### src/rtl/dispatch_packet_sched_pkg.sv
// rtl/dispatch_packet_sched_pkg.sv - shared state type and width helpers for the packet scheduler
package dispatch_packet_sched_pkg;

  typedef enum logic {
    IDLE = 1'b0,
    BUSY = 1'b1
  } sched_state_e;

  // Index width that never collapses to zero bits for single-entry ranges
  function automatic int clog2up(input int n);
    return (n > 1) ? $clog2(n) : 1;
  endfunction

  function automatic int calc_num_packets(input int threads, input int lanes);
    return threads / lanes;
  endfunction

  function automatic int calc_pid_width(input int packets);
    return (packets > 1) ? $clog2(packets) : 1;
  endfunction

endpackage

### src/rtl/dispatch_packet_sched_if.sv
// rtl/dispatch_packet_sched_if.sv - issue-slot and packet-output bundle of the packet scheduler
interface dispatch_packet_sched_if
  import dispatch_packet_sched_pkg::*;
#(
  parameter int ISSUE_WIDTH = 4,
  parameter int NUM_THREADS = 8,
  parameter int NUM_LANES   = 4
) ();

  localparam int SEL_WIDTH = clog2up(ISSUE_WIDTH);
  localparam int PID_WIDTH = calc_pid_width(calc_num_packets(NUM_THREADS, NUM_LANES));

  logic [ISSUE_WIDTH-1:0]             in_valid;
  logic [ISSUE_WIDTH*NUM_THREADS-1:0] in_tmask;
  logic [ISSUE_WIDTH-1:0]             in_ready;
  logic                               out_valid;
  logic                               out_ready;
  logic [SEL_WIDTH-1:0]               out_sel;
  logic [PID_WIDTH-1:0]               out_pid;
  logic [NUM_LANES-1:0]               out_lane_mask;
  logic                               out_sop;
  logic                               out_eop;

  modport master (
    output in_valid, in_tmask, out_ready,
    input  in_ready, out_valid, out_sel, out_pid, out_lane_mask, out_sop, out_eop
  );

  modport slave (
    input  in_valid, in_tmask, out_ready,
    output in_ready, out_valid, out_sel, out_pid, out_lane_mask, out_sop, out_eop
  );

endinterface

### src/rtl/dispatch_rr_pick.sv
// rtl/dispatch_rr_pick.sv - combinational round-robin picker: first request at or after start_ptr, wrapping
module dispatch_rr_pick #(
  parameter int N     = 4,
  parameter int IDX_W = 2
) (
  input  logic [N-1:0]     req,
  input  logic [IDX_W-1:0] start_ptr,
  input  logic [N-1:0]     exclude_mask,
  output logic [IDX_W-1:0] idx,
  output logic             any
);

  logic [N-1:0] cand;

  assign cand = req & ~exclude_mask;

  // Scan farthest-first so the candidate nearest start_ptr is written last and wins
  always_comb begin
    idx = '0;
    any = 1'b0;
    for (int k = N - 1; k >= 0; k--) begin
      if (cand[(int'(start_ptr) + k) % N]) begin
        idx = IDX_W'((int'(start_ptr) + k) % N);
        any = 1'b1;
      end
    end
  end

endmodule

### src/rtl/dispatch_packet_sched.sv
// rtl/dispatch_packet_sched.sv - grants an issue slot round-robin and splits its tmask into non-empty lane packets
module dispatch_packet_sched
  import dispatch_packet_sched_pkg::*;
#(
  parameter int ISSUE_WIDTH = 4,
  parameter int NUM_THREADS = 8,
  parameter int NUM_LANES   = 4
) (
  input  logic                    clk,
  input  logic                    reset_n,
  dispatch_packet_sched_if.slave  bus
);

  localparam int NUM_PACKETS = calc_num_packets(NUM_THREADS, NUM_LANES);
  localparam int PID_WIDTH   = calc_pid_width(NUM_PACKETS);
  localparam int SEL_WIDTH   = clog2up(ISSUE_WIDTH);

  sched_state_e           state_q, state_d;
  logic [SEL_WIDTH-1:0]   rr_ptr_q, rr_ptr_d;
  logic [SEL_WIDTH-1:0]   sel_q, sel_d;
  logic [PID_WIDTH-1:0]   pid_q, pid_d;
  logic                   sop_q, sop_d;
  logic [NUM_THREADS-1:0] tmask_q, tmask_d;

  logic                   busy;
  logic                   fire;
  logic                   eop;
  logic [PID_WIDTH-1:0]   next_pid;
  logic [SEL_WIDTH-1:0]   pick_start;
  logic [SEL_WIDTH-1:0]   pick_idx;
  logic                   pick_any;
  logic [ISSUE_WIDTH-1:0] pick_excl;
  logic [ISSUE_WIDTH-1:0] sel_onehot;
  logic [NUM_THREADS-1:0] grant_tmask;

  function automatic logic [SEL_WIDTH-1:0] wrap_inc(input logic [SEL_WIDTH-1:0] s);
    return (ISSUE_WIDTH == 1) ? '0 : s + 1'b1;
  endfunction

  // Lowest packet with any thread set; an all-zero warp still goes out once as packet 0
  function automatic logic [PID_WIDTH-1:0] first_pid(input logic [NUM_THREADS-1:0] m);
    logic [PID_WIDTH-1:0] r;
    r = '0;
    for (int p = NUM_PACKETS - 1; p >= 0; p--) begin
      if (|m[p*NUM_LANES +: NUM_LANES]) r = PID_WIDTH'(p);
    end
    return r;
  endfunction

  always_comb begin
    next_pid = pid_q;
    eop      = 1'b1;
    for (int p = NUM_PACKETS - 1; p >= 0; p--) begin
      if (p > int'(pid_q) && |tmask_q[p*NUM_LANES +: NUM_LANES]) begin
        next_pid = PID_WIDTH'(p);
        eop      = 1'b0;
      end
    end
  end

  assign busy       = (state_q == BUSY);
  assign fire       = busy & bus.out_ready;
  assign sel_onehot = ISSUE_WIDTH'(1) << sel_q;

  // One picker serves both the idle grant and the eop re-grant, which never coincide
  assign pick_start = busy ? wrap_inc(sel_q) : rr_ptr_q;
  assign pick_excl  = busy ? sel_onehot : '0;

  dispatch_rr_pick #(
    .N     (ISSUE_WIDTH),
    .IDX_W (SEL_WIDTH)
  ) u_pick (
    .req          (bus.in_valid),
    .start_ptr    (pick_start),
    .exclude_mask (pick_excl),
    .idx          (pick_idx),
    .any          (pick_any)
  );

  assign grant_tmask = bus.in_tmask[pick_idx*NUM_THREADS +: NUM_THREADS];

  assign bus.out_valid     = busy;
  assign bus.out_sel       = busy ? sel_q : '0;
  assign bus.out_pid       = busy ? pid_q : '0;
  assign bus.out_lane_mask = busy ? tmask_q[pid_q*NUM_LANES +: NUM_LANES] : '0;
  assign bus.out_sop       = busy & sop_q;
  assign bus.out_eop       = busy & eop;
  assign bus.in_ready      = (fire & eop) ? sel_onehot : '0;

  always_comb begin
    state_d  = state_q;
    rr_ptr_d = rr_ptr_q;
    sel_d    = sel_q;
    pid_d    = pid_q;
    sop_d    = sop_q;
    tmask_d  = tmask_q;
    case (state_q)
      IDLE: begin
        if (pick_any) begin
          state_d = BUSY;
          sel_d   = pick_idx;
          tmask_d = grant_tmask;
          pid_d   = first_pid(grant_tmask);
          sop_d   = 1'b1;
        end
      end
      BUSY: begin
        if (fire && !eop) begin
          pid_d = next_pid;
          sop_d = 1'b0;
        end else if (fire) begin
          rr_ptr_d = wrap_inc(sel_q);
          sop_d    = 1'b1;
          if (pick_any) begin
            sel_d   = pick_idx;
            tmask_d = grant_tmask;
            pid_d   = first_pid(grant_tmask);
          end else begin
            state_d = IDLE;
          end
        end
      end
    endcase
  end

  always_ff @(posedge clk or negedge reset_n) begin
    if (!reset_n) begin
      state_q  <= IDLE;
      rr_ptr_q <= '0;
      sel_q    <= '0;
      pid_q    <= '0;
      sop_q    <= 1'b1;
      tmask_q  <= '0;
    end else begin
      state_q  <= state_d;
      rr_ptr_q <= rr_ptr_d;
      sel_q    <= sel_d;
      pid_q    <= pid_d;
      sop_q    <= sop_d;
      tmask_q  <= tmask_d;
    end
  end

endmodule

### src/flat_wrapper.sv
// flat-port wrapper written by rule: the top's interface ports become plain ports
module dispatch_packet_sched_flat import dispatch_packet_sched_pkg::*;
#(
  parameter int ISSUE_WIDTH = 4,
  parameter int NUM_THREADS = 8,
  parameter int NUM_LANES   = 4
)
  (clk, reset_n, bus_in_valid, bus_in_tmask, bus_out_ready, bus_in_ready, bus_out_valid, bus_out_sel, bus_out_pid, bus_out_lane_mask, bus_out_sop, bus_out_eop);
  dispatch_packet_sched_if #(.ISSUE_WIDTH(ISSUE_WIDTH), .NUM_THREADS(NUM_THREADS), .NUM_LANES(NUM_LANES)) bus_i ();
  input  logic clk;
  input  logic reset_n;
  input wire logic [$bits(bus_i.in_valid)-1:0] bus_in_valid;
  input wire logic [$bits(bus_i.in_tmask)-1:0] bus_in_tmask;
  input wire logic [$bits(bus_i.out_ready)-1:0] bus_out_ready;
  output wire logic [$bits(bus_i.in_ready)-1:0] bus_in_ready;
  output wire logic [$bits(bus_i.out_valid)-1:0] bus_out_valid;
  output wire logic [$bits(bus_i.out_sel)-1:0] bus_out_sel;
  output wire logic [$bits(bus_i.out_pid)-1:0] bus_out_pid;
  output wire logic [$bits(bus_i.out_lane_mask)-1:0] bus_out_lane_mask;
  output wire logic [$bits(bus_i.out_sop)-1:0] bus_out_sop;
  output wire logic [$bits(bus_i.out_eop)-1:0] bus_out_eop;
  assign bus_i.in_valid = bus_in_valid;
  assign bus_i.in_tmask = bus_in_tmask;
  assign bus_i.out_ready = bus_out_ready;
  assign bus_in_ready = bus_i.in_ready;
  assign bus_out_valid = bus_i.out_valid;
  assign bus_out_sel = bus_i.out_sel;
  assign bus_out_pid = bus_i.out_pid;
  assign bus_out_lane_mask = bus_i.out_lane_mask;
  assign bus_out_sop = bus_i.out_sop;
  assign bus_out_eop = bus_i.out_eop;
  dispatch_packet_sched #(.ISSUE_WIDTH(ISSUE_WIDTH), .NUM_THREADS(NUM_THREADS), .NUM_LANES(NUM_LANES)) u_core (.clk(clk), .reset_n(reset_n), .bus(bus_i));
endmodule
### config.mk
export PLATFORM = sky130hd
export DESIGN_NAME = dispatch_packet_sched_flat
export DESIGN_NICKNAME = d
export VERILOG_FILES = /design/src/rtl/dispatch_packet_sched_pkg.sv /design/src/rtl/dispatch_packet_sched_if.sv /design/src/rtl/dispatch_rr_pick.sv /design/src/rtl/dispatch_packet_sched.sv /design/src/flat_wrapper.sv
export SDC_FILE = /design/constraint.sdc
export NUM_CORES = 1
export LEC_CHECK = 0
export ABC_AREA = 1
export CAP_MARGIN = 20
export CORE_ASPECT_RATIO = 1.4
export CORE_UTILIZATION = 49
export DETAILED_ROUTE_END_ITERATION = 8
export GPL_ROUTABILITY_DRIVEN = 0
export PLACE_DENSITY = 0.88
export SYNTH_ARGS = -nofsm -noshare
export SYNTH_HDL_FRONTEND = slang
export SYNTH_SLANG_ARGS = --single-unit
### constraint.sdc
create_clock -name clk -period 3.42 [get_ports clk]
set_input_delay 0.855 -clock clk [delete_from_list [all_inputs] [get_ports clk]]
set_output_delay 0.855 -clock clk [all_outputs]
set_load 0.005 [all_outputs]
Word level (Yosys, flattened, before mapping) --
Index checks and enable logic that the tools add are counted.
Storage, ports and cells: register bits 15, input bits 39
Operators by class: add/subtract/negate cells 4, magnitude comparators 5, equality and inequality tests 5, shift-type cells 3, muxes and demuxes 49, bitwise operators 11, reduce and logical (&&, ||, !) cells 12
Operators by type and width (count):
- 32-bit by 6-bit indexed part select with 8-bit output | 1
- 1-bit two-way mux | 25
- 8-bit two-way mux | 3
- 2-bit two-way mux | 9
- 8-bit case mux with 2 select lines | 1
- 3-bit by 4-bit < comparator with 1-bit output (second input constant) | 3
- 4-bit two-way mux | 3
- 4-bit OR reduction | 3
- 1-bit binary-select mux with 2-bit select | 4
- 8-bit by 4-bit indexed part select with 4-bit output | 1
- 3-bit inequality test (second input constant) | 2
- 1-bit case mux with 2 select lines | 3
- 2-bit AND reduction | 3
- 2-bit OR reduction | 3
- 2-bit by 1-bit adder with 2-bit output (second input constant) | 2
- 2-bit adder (second input constant) | 2
- 1-bit bitwise AND | 4
- 4-bit bitwise AND | 1
- 2-bit inequality test (second input constant) | 2
- 4-bit inverter | 1
- 2-bit case mux with 2 select lines | 1
- 1-bit by 2-bit << shifter with 4-bit output (first input constant) | 1
- 1-bit bitwise AND (first input constant) | 3
- 2-bit by 3-bit < comparator with 1-bit output (second input constant) | 1
- 5 further kinds | 7

Longest topological paths before layout --
Gate-level depths: netlist (run 1).
word-level depth 20, gate-level depth with buffers 22, mapped depth without buffers 22

By module --
A second synthesis (run 1) with hierarchy kept.
Second synthesis, totals: cells, all modules 225, area total of the unflattened synthesis 1371.3 um^2
By module, submodules not included:
- dispatch_packet_sched | times used 1, cells an instance 175, area each 1147.4 um^2, sequential area each 376.6 um^2
- dispatch_rr_pick | times used 1, cells an instance 50, area each 224.0 um^2, sequential area each 0.0 um^2

Least setup slack after synthesis (run 1) --
OpenSTA, ideal clock, no wires.
path kind flip-flop to flip-flop, start register u_core.sel_q[0], end register u_core.pid_q, setup time 0.126 ns, arrival 2.119 ns, setup slack 1.175 ns, stages on the path, launching flop included 20, path buffers 1, clock period less this slack 2.245 ns, cell sequence dfrtp_1 inv_1 ha_1 inv_1 nand2_1 nand2_2 nand2_1 nand2_1 nand2_1 nand2_2 nand2_1 nand3_1 buf_2 nand3b_1 nand3_1 o21ai_1 nor2_1 nand2_1 nand2_1 a21oi_2
On the way: cells in the longest elaborated chain, start to end 19
RTL lines:
- from (decl) | RTL line dispatch_packet_sched.sv:20 | logic [SEL_WIDTH-1:0] sel_q, sel_d;
- from (signal assigned) | RTL line dispatch_packet_sched.sv:137 | sel_q <= sel_d;
- parallel branches: the longest is 15 deep, another holds 2-bit by 1-bit adder with 2-bit output
- 1-bit two-way mux * | RTL line dispatch_packet_sched.sv:99, dispatch_packet_sched.sv:114
- 1-bit two-way mux | RTL line dispatch_packet_sched.sv:111 | end else if (fire) begin
- 1-bit two-way mux | RTL line dispatch_packet_sched.sv:108 | if (fire && !eop) begin
- 1-bit case mux with 2 select lines * | RTL line dispatch_packet_sched.sv:97 | case (state_q)
- to (signal assigned) | RTL line dispatch_packet_sched.sv:138 | pid_q <= pid_d;
- to (decl) | RTL line dispatch_packet_sched.sv:21 | logic [PID_WIDTH-1:0] pid_q, pid_d;
Every way passes the cells marked *. The select of a mux whose other input is x is not followed. A chain may end at the register's enable or synchronous reset.

Final worst setup path (run 1) --
start input bus_out_ready, end output bus_in_ready[1]
On the way: cells in the longest elaborated chain, start to end 3
RTL lines:
- from (decl) | RTL line flat_wrapper.sv:14 | input wire logic [$bits(bus_i.out_ready)-1:0] bus_out_ready;
- 1-bit bitwise AND | RTL line dispatch_packet_sched.sv:62 | assign fire = busy & bus.out_ready;
- 1-bit bitwise AND | RTL line dispatch_packet_sched.sv:88 | assign bus.in_ready = (fire & eop) ? sel_onehot : '0;
- 4-bit two-way mux | RTL line dispatch_packet_sched.sv:88
- to (decl) | RTL line flat_wrapper.sv:15 | output wire logic [$bits(bus_i.in_ready)-1:0] bus_in_ready;
No other way between the ends.

==> results of run 1 <==
==> per-stage QoR <==
step	util, %	instances
after floorplan	-	248
after global placement	69.9	331
after detailed placement	69.9	331
after CTS	71.4	335
after global routing	71.4	335
final	71.4	335
==> layer usage <==
metal / global-route usage [%] / vias up / wire length (µm)
li1: - / 869 / -
met1: 24.7 / 695 / 1500
met2: 44.8 / 45 / 1850
met3: 1.80 / 4 / 100
met4: 6.62 / 0 / 26
met5: 0 / - / 0
==> sequential cells by signal (all words and copies together), names as in the netlist <==
signal,cells
u_core.bus.out_valid,1
u_core.pid_q,1
u_core.rr_ptr_q,2
u_core.sel_q,2
u_core.sop_q,1
u_core.tmask_q,8
==> worst register-to-register path: cells and delay by family, from the launching register on <==
kind | cells | cell delay (ns)
AOI/OAI and AO/OA | 1 | 0.11
and+or+nand+nor | 14 | 1.53
DFF | 1 | 0.85
buffers and inverters | 3 | 0.41
==> cells by family after synthesis <==
group / share of synthesized area [%]
AND/OR/NAND/NOR: 45.2
buffers and inverters: 13.9
AO/OA/AOI/OAI: 11.2
flip-flops: 24.9
adder cells (fa/ha/maj): 3.31
multiplexers: 1.49
==> how the worst max path moves through the flow <==
| stage | startpoint | to | depth (start not counted) |
|---|---|---|---|
| after floorplan | u_core.sel_q[0] | u_core.pid_q | 19 |
| after global placement | bus_out_ready | bus_in_ready[3] | 6 |
| after detailed placement | bus_out_ready | bus_in_ready[1] | 6 |
| after CTS | bus_out_ready | bus_in_ready[1] | 6 |
| after global routing | bus_out_ready | bus_in_ready[2] | 6 |
| final | bus_out_ready | bus_in_ready[1] | 6 |
==> cell usage in the layout, fill, tap and decap left out, types with 2 or more instances in the layout <==
cell,synthesis,routed
nand2_1,87,87
clkdlybuf4s50_1,0,52
inv_1,36,36
nand3_1,25,25
nor2_1,24,24
dfrtp_1,14,14
o21ai_0,13,13
nand2_2,7,7
a21oi_1,5,5
nand3b_1,4,4
ha_1,4,4
inv_2,3,3
o21ai_1,3,3
clkbuf_8,0,3
nor2_4,2,2
mux2_2,2,2
buf_4,0,2
==> cells in the mapped netlist <==
cell,number,area [µm²]
clkbuf_1,1,3.75
nand3b_1,4,30.0
o21ai_0,13,65.1
nand3_1,25,125
nor3_1,1,5.00
mux2_2,2,22.5
o41ai_1,1,8.76
o211ai_2,1,12.5
nand2_4,1,11.3
nor2_8,1,20.0
ha_1,4,50.1
inv_1,36,135
nor2_1,24,90.1
nand2_2,7,43.8
a21oi_2,1,8.76
buf_2,3,15.0
a21oi_1,5,25.0
dfstp_2,1,26.3
a41oi_1,1,8.76
o21ai_2,1,8.76
inv_2,3,11.3
nand2_1,87,327
o21ai_1,3,15.0
dfrtp_1,14,350
nor2_4,2,22.5
nand3_2,1,10.0
o21ai_4,1,16.3
buf_6,4,45.0
==> area by class of cell <==
cell class              count  area (µm²)  share of cell area (%)
repair buffers             54         536                    25.8
inverters                  39         146                    7.05
well taps                  37        46.3                    2.23
clock buffers               4        45.0                    2.17
multi-input cells         186         926                    44.6
flip-flops and latches     15         377                    18.1
==> results.md, run 1 <==
- Outcome: complete, no violations
- Total GRT Usage: 22.3%
- FF-to-FF Start: u_core.bus.out_valid
- Fillers: 251
- Clock-pin slew on the worst setup and hold paths: 0.06 ns
- DPL Wire Length: 2.82 mm
- Post_cts resized: 0
- Dpl cell area: 0.00203 mm²
- Crit path DAT: 2.41 ns
- Initial antenna violation count: 0
- Cell Chain, Critical Path: clkdlybuf4s50_1 > nand2_1 > nor2_1 > inv_1 > nor2_1 > clkdlybuf4s50_1
- Final Cell Area: 0.00208 mm²
- Layout area overhead: 37.2%
- Global-route wire length before repair: 5.82 mm
- Grt ovf: 0
- H-tree depth: 1
- Final setup skew: 0.000546 ns
- Via count: 1613
- Core area: 0.00291 mm²
- Area of the die: 0.00332 mm²
- Die Wd: 49.0 µm
- Worst Hold End: u_core.tmask_q[3]
- Skew-Pair Late Insertion Delay: 0.24 ns
- CP endpoint kind: primary output
- Initial DRT Pass Iterations: 4
- RSZ-0062 raised after global routing: false
- Root buf cell: clkbuf_8
- Ports: 53
- Largest fanout on the critical path: 6
- Postcts setup bufs: 0
- Setup WS pre-CTS: 0.148 ns
- Max Clk Rate: 0.306 GHz
- Tmin final: 3.27 ns
- Slowest CP cell: clkdlybuf4s50_1
- WHS: 0.482 ns
- Critical Path Max Stage Delay: 0.50 ns
- Crit-path leading delay family: buffers and inverters
- DR vias/cell: 4.81
- DRT iter0 DRCs: 54
- Final setup margin: 0.154 ns
- Worst Hold Depth: 2
- Hold Fails Final Rpt: 0
- Ant diodes: 0
- Largest net degree at the start of global routing: 22
- Final setup vio count: 0
- Layout cell share with drive strength beyond 1: 9.06%
- Setup Total Neg Slack: 0 ns
- Syn Inst Count: 248
- Clk buf depth: 2
- R2r setup slk: 0.44 ns
- Hold Path Class: register to register
- FF-to-FF path depth: 18
- WL final: 3.48 mm
- CP Buf/Inv Count: 3
- Die height: 67.7 µm
- Count of cell types in the netlist: 28
- Post-synth net total: 291
- Core Rows: 23
- Hold-fix buffers, CTS: 0
- Final-report max-slew violation count: 0
- TritonCTS clock tree: built
- # nets final: 342
- Clock Sinks: 15
- Seq cells post-synth: 15
- DRC Markers: 0
- Critical path launch point type: primary input
- Number of global-route vias before repair: 1410
- WS Path Type: primary input to primary output
- Syn Std Cell Area: 0.00151 mm²
- TritonCTS Buffers: 3
- RR Endpoint: u_core.pid_q
- Measured slew at the worst slew-check pin: 0.786 ns
- Max-cap viol count: 0
- Post-DR wirelength/cell: 10.4 µm
- Seq/Total Area, Yosys: 24.9%
- Synth Area per Inst: 6.10 µm²
- Worst Hold Launch: u_core.tmask_q[3]
- Buffers on Ports: 52
- Synth Warn #: 0
- Critical Path RT: 2.56 ns
- Period utilization: 95.5%
- Max-slew headroom: 47.6%
- ANT nets after route: 0
- Initial Utilization: 52.0%
Power of run 1 is not shown: default switching activity piles up to over one toggle a cycle in this logic, so the estimate is an artifact.
==> run 2: changes to the inputs <==
--- a/config.mk
+++ b/config.mk
@@ -11,6 +11,7 @@
 export CORE_UTILIZATION = 49
 export DETAILED_ROUTE_END_ITERATION = 8
 export GPL_ROUTABILITY_DRIVEN = 0
+export GPL_TIMING_DRIVEN = 0
 export PLACE_DENSITY = 0.88
 export SYNTH_ARGS = -nofsm -noshare
 export SYNTH_HDL_FRONTEND = slang
==> run 2 against run 1 <==
Routed wire length up 4.9%. Count of clock-buffer cells in the layout did not move. Die area stayed put. Worst setup slack better by 0.048 ns. Via count up 4.4%. Hold slack improved by 0.016 ns. Global-route usage increased by 1.3 points. Sequential share of layout area fell by 0.44 points. Maximum frequency increased by 1.5%. Critical path depth unchanged. Cell area is 2.5% higher. Core utilization increased by 1.8 points. Critical endpoint is now bus_in_ready[2].
==> results.md, run 2 (synthesis results as in run 1) <==
- Outcome: complete, no violations
- Buffers on Ports: 52 (unchanged)
- Top flop regs: u_core.tmask_q: 8 flops, u_core.rr_ptr_q: 2 flops, u_core.sel_q: 2 flops
- Largest fanout on the critical path: 6 (unchanged)
- Layout cell share with drive strength beyond 1: 10.9% (+1.8 points)
- Max-slew headroom: 55.6% (+8.0 points)
- # nets final: 348 (+1.8%)
- Largest net degree at the start of global routing: 16 (-27%)
- H-tree depth: 1 (unchanged)
- Initial Utilization: 52.0% (unchanged)
- Hold Path Class: register to register
- Critical path launch point type: primary input
- Total GRT Usage: 23.6% (+1.3 points)
- Ant diodes: 0 (unchanged)
- Final-report max-slew violation count: 0 (unchanged)
- Slowest CP cell: clkdlybuf4s50_1
- CP endpoint kind: primary output
- Fillers: 261 (+4.0%)
- Core area: 0.00291 mm² (unchanged)
- Period utilization: 94.1% (-1.4 points)
- DRC Markers: 0 (unchanged)
- Layout area overhead: 40.6%
- Clock Sinks: 15 (unchanged)
- Commonest non-fill, non-tap cell in the layout: nand2_1
- Core Rows: 23 (unchanged)
- Critical Path RT: 2.56 ns (about the same)
- Clock-pin slew on the worst setup and hold paths: 0.06 ns (about the same)
- CP Buf/Inv Count: 3 (unchanged)
- Multi-input logic area: 928 µm² (+0.27%)
- Critical Path Max Stage Delay: 0.51 ns (about the same)
- M1 GR Usage: 25.9% (+1.2 points)
- Initial antenna violation count: 0 (unchanged)
- Max-cap viol count: 0 (unchanged)
- TritonCTS clock tree: built
- Cells after DPL: 337 (+1.8%)
- GR Util met2: 47.0% (+2.3 points)
- Root buf cell: clkbuf_8
- Post-DR wirelength/cell: 10.7 µm (+3.1%)
- Setup Total Neg Slack: 0 ns (unchanged)
- Skew-Pair Late Insertion Delay: 0.25 ns (about the same)
- Final setup skew: 0.00282 ns (+0.00227 ns)
- Die height: 67.7 µm (unchanged)
- Area of the die: 0.00332 mm² (unchanged)
- WS Path Type: primary input to primary output
- TritonCTS Buffers: 3 (unchanged)
- Clk buf depth: 2 (unchanged)
- Crit path DAT: 2.36 ns (-0.05 ns)
- Cell Chain, Critical Path: clkdlybuf4s50_1 > nand2_1 > nor2_2 > inv_1 > nor2_1 > clkdlybuf4s50_1
- Measured slew at the worst slew-check pin: 0.664 ns (-0.122 ns)
- Die Wd: 49.0 µm (unchanged)
- Grt ovf: 0 (unchanged)
- Tmin final: 3.22 ns (-0.0483 ns)
- Non-filler instance count after layout: 341 (+1.8%)
- DR vias/cell: 4.94 (+2.6%)
- Reg with most FFs: u_core.tmask_q
- Ports: 53 (unchanged)
- Max reg flops: 8 (unchanged)
- WL final: 3.65 mm (+4.9%)
- Most frequent cells in the layout: nand2_1 (87), clkdlybuf4s50_1 (52), inv_1 (36)
- Global-route wire length before repair: 6.15 mm (+5.7%)
- FF/Latch Area: 377 µm² (unchanged)
- Met3 GRT Util: 2.25% (+0.45 points)
- Hold Fails Final Rpt: 0 (unchanged)
- Most frequent CP cell: clkdlybuf4s50_1
- ANT nets after route: 0 (unchanged)
- DPL Wire Length: 2.90 mm (+2.9%)
- Crit-path leading delay family: buffers and inverters
- Number of global-route vias before repair: 1530 (+8.5%)
- Via count: 1684 (+4.4%)
- Final setup vio count: 0 (unchanged)
- DRT iter0 DRCs: 54 (unchanged)
- Top Usage Layer GRT: met2
- Initial DRT Pass Iterations: 4 (unchanged)
- RSZ-0062 raised after global routing: false
- Max Clk Rate: 0.311 GHz (+1.5%)
[run 2: path summary, 6_finish.rpt]
check	from	endpoint	slack (ns)	cells after the start
min reg2reg	u_core.tmask_q[0]	u_core.tmask_q[0]	0.50	2
max in group asynchronous	reset_n	u_core.tmask_q[0]	1.98	1
min	u_core.tmask_q[0]	u_core.tmask_q[0]	0.50	2
max reg2reg	u_core.sel_q[0]	u_core.pid_q	0.75	20
min in group asynchronous	reset_n	u_core.pid_q	1.01	1
max	bus_out_ready	bus_in_ready[2]	0.20	6
[run 2: final cells by class]
class	count	share of cell area, %
Sequential cell	15	17.7
Multi-Input combinational cell	186	43.6
Timing Repair Buffer	52	24.5
Inverter	39	6.88
Tap cell	37	2.18
Clock buffer	4	2.12
Buffer	8	3.00
[run 2: worst reg2reg max path: cells and delay by family (launching register included)]
family,cells,cell delay [ns]
and+or+nand+nor,15,1.33
buffers and inverters,3,0.33
DFF,1,0.50
adders and majority gates,1,0.35
AOI/OAI and AO/OA,1,0.11
[run 2: timing repair]
| action | CTS | global route |
|---|---|---|
| resized for setup | 0 | 1 |
| buffers inserted | 0 | 0 |
| hold buffers | 0 | 0 |
| endpoints found under the setup margin | 0 | 1 |
[run 2: through the flow]
step	area (µm²)	utilization [%]	setup slack [ns]	hold slack [ns]
after floorplan	1510	-	1.17	0.448
after global placement	2080	71.5	0.158	0.467
after detailed placement	2080	71.5	0.121	0.479
after CTS	2120	73.1	0.112	0.498
after global routing	2130	73.2	0.0919	0.509
final	2130	73.2	0.203	0.498
[run 2: routing by layer]
metal,vias to the layer above,routed length [µm]
li1,880,-
met1,744,1480
met2,56,1970
met3,4,161
met4,0,30
met5,-,0
Power of run 2 is left out for the same reason.
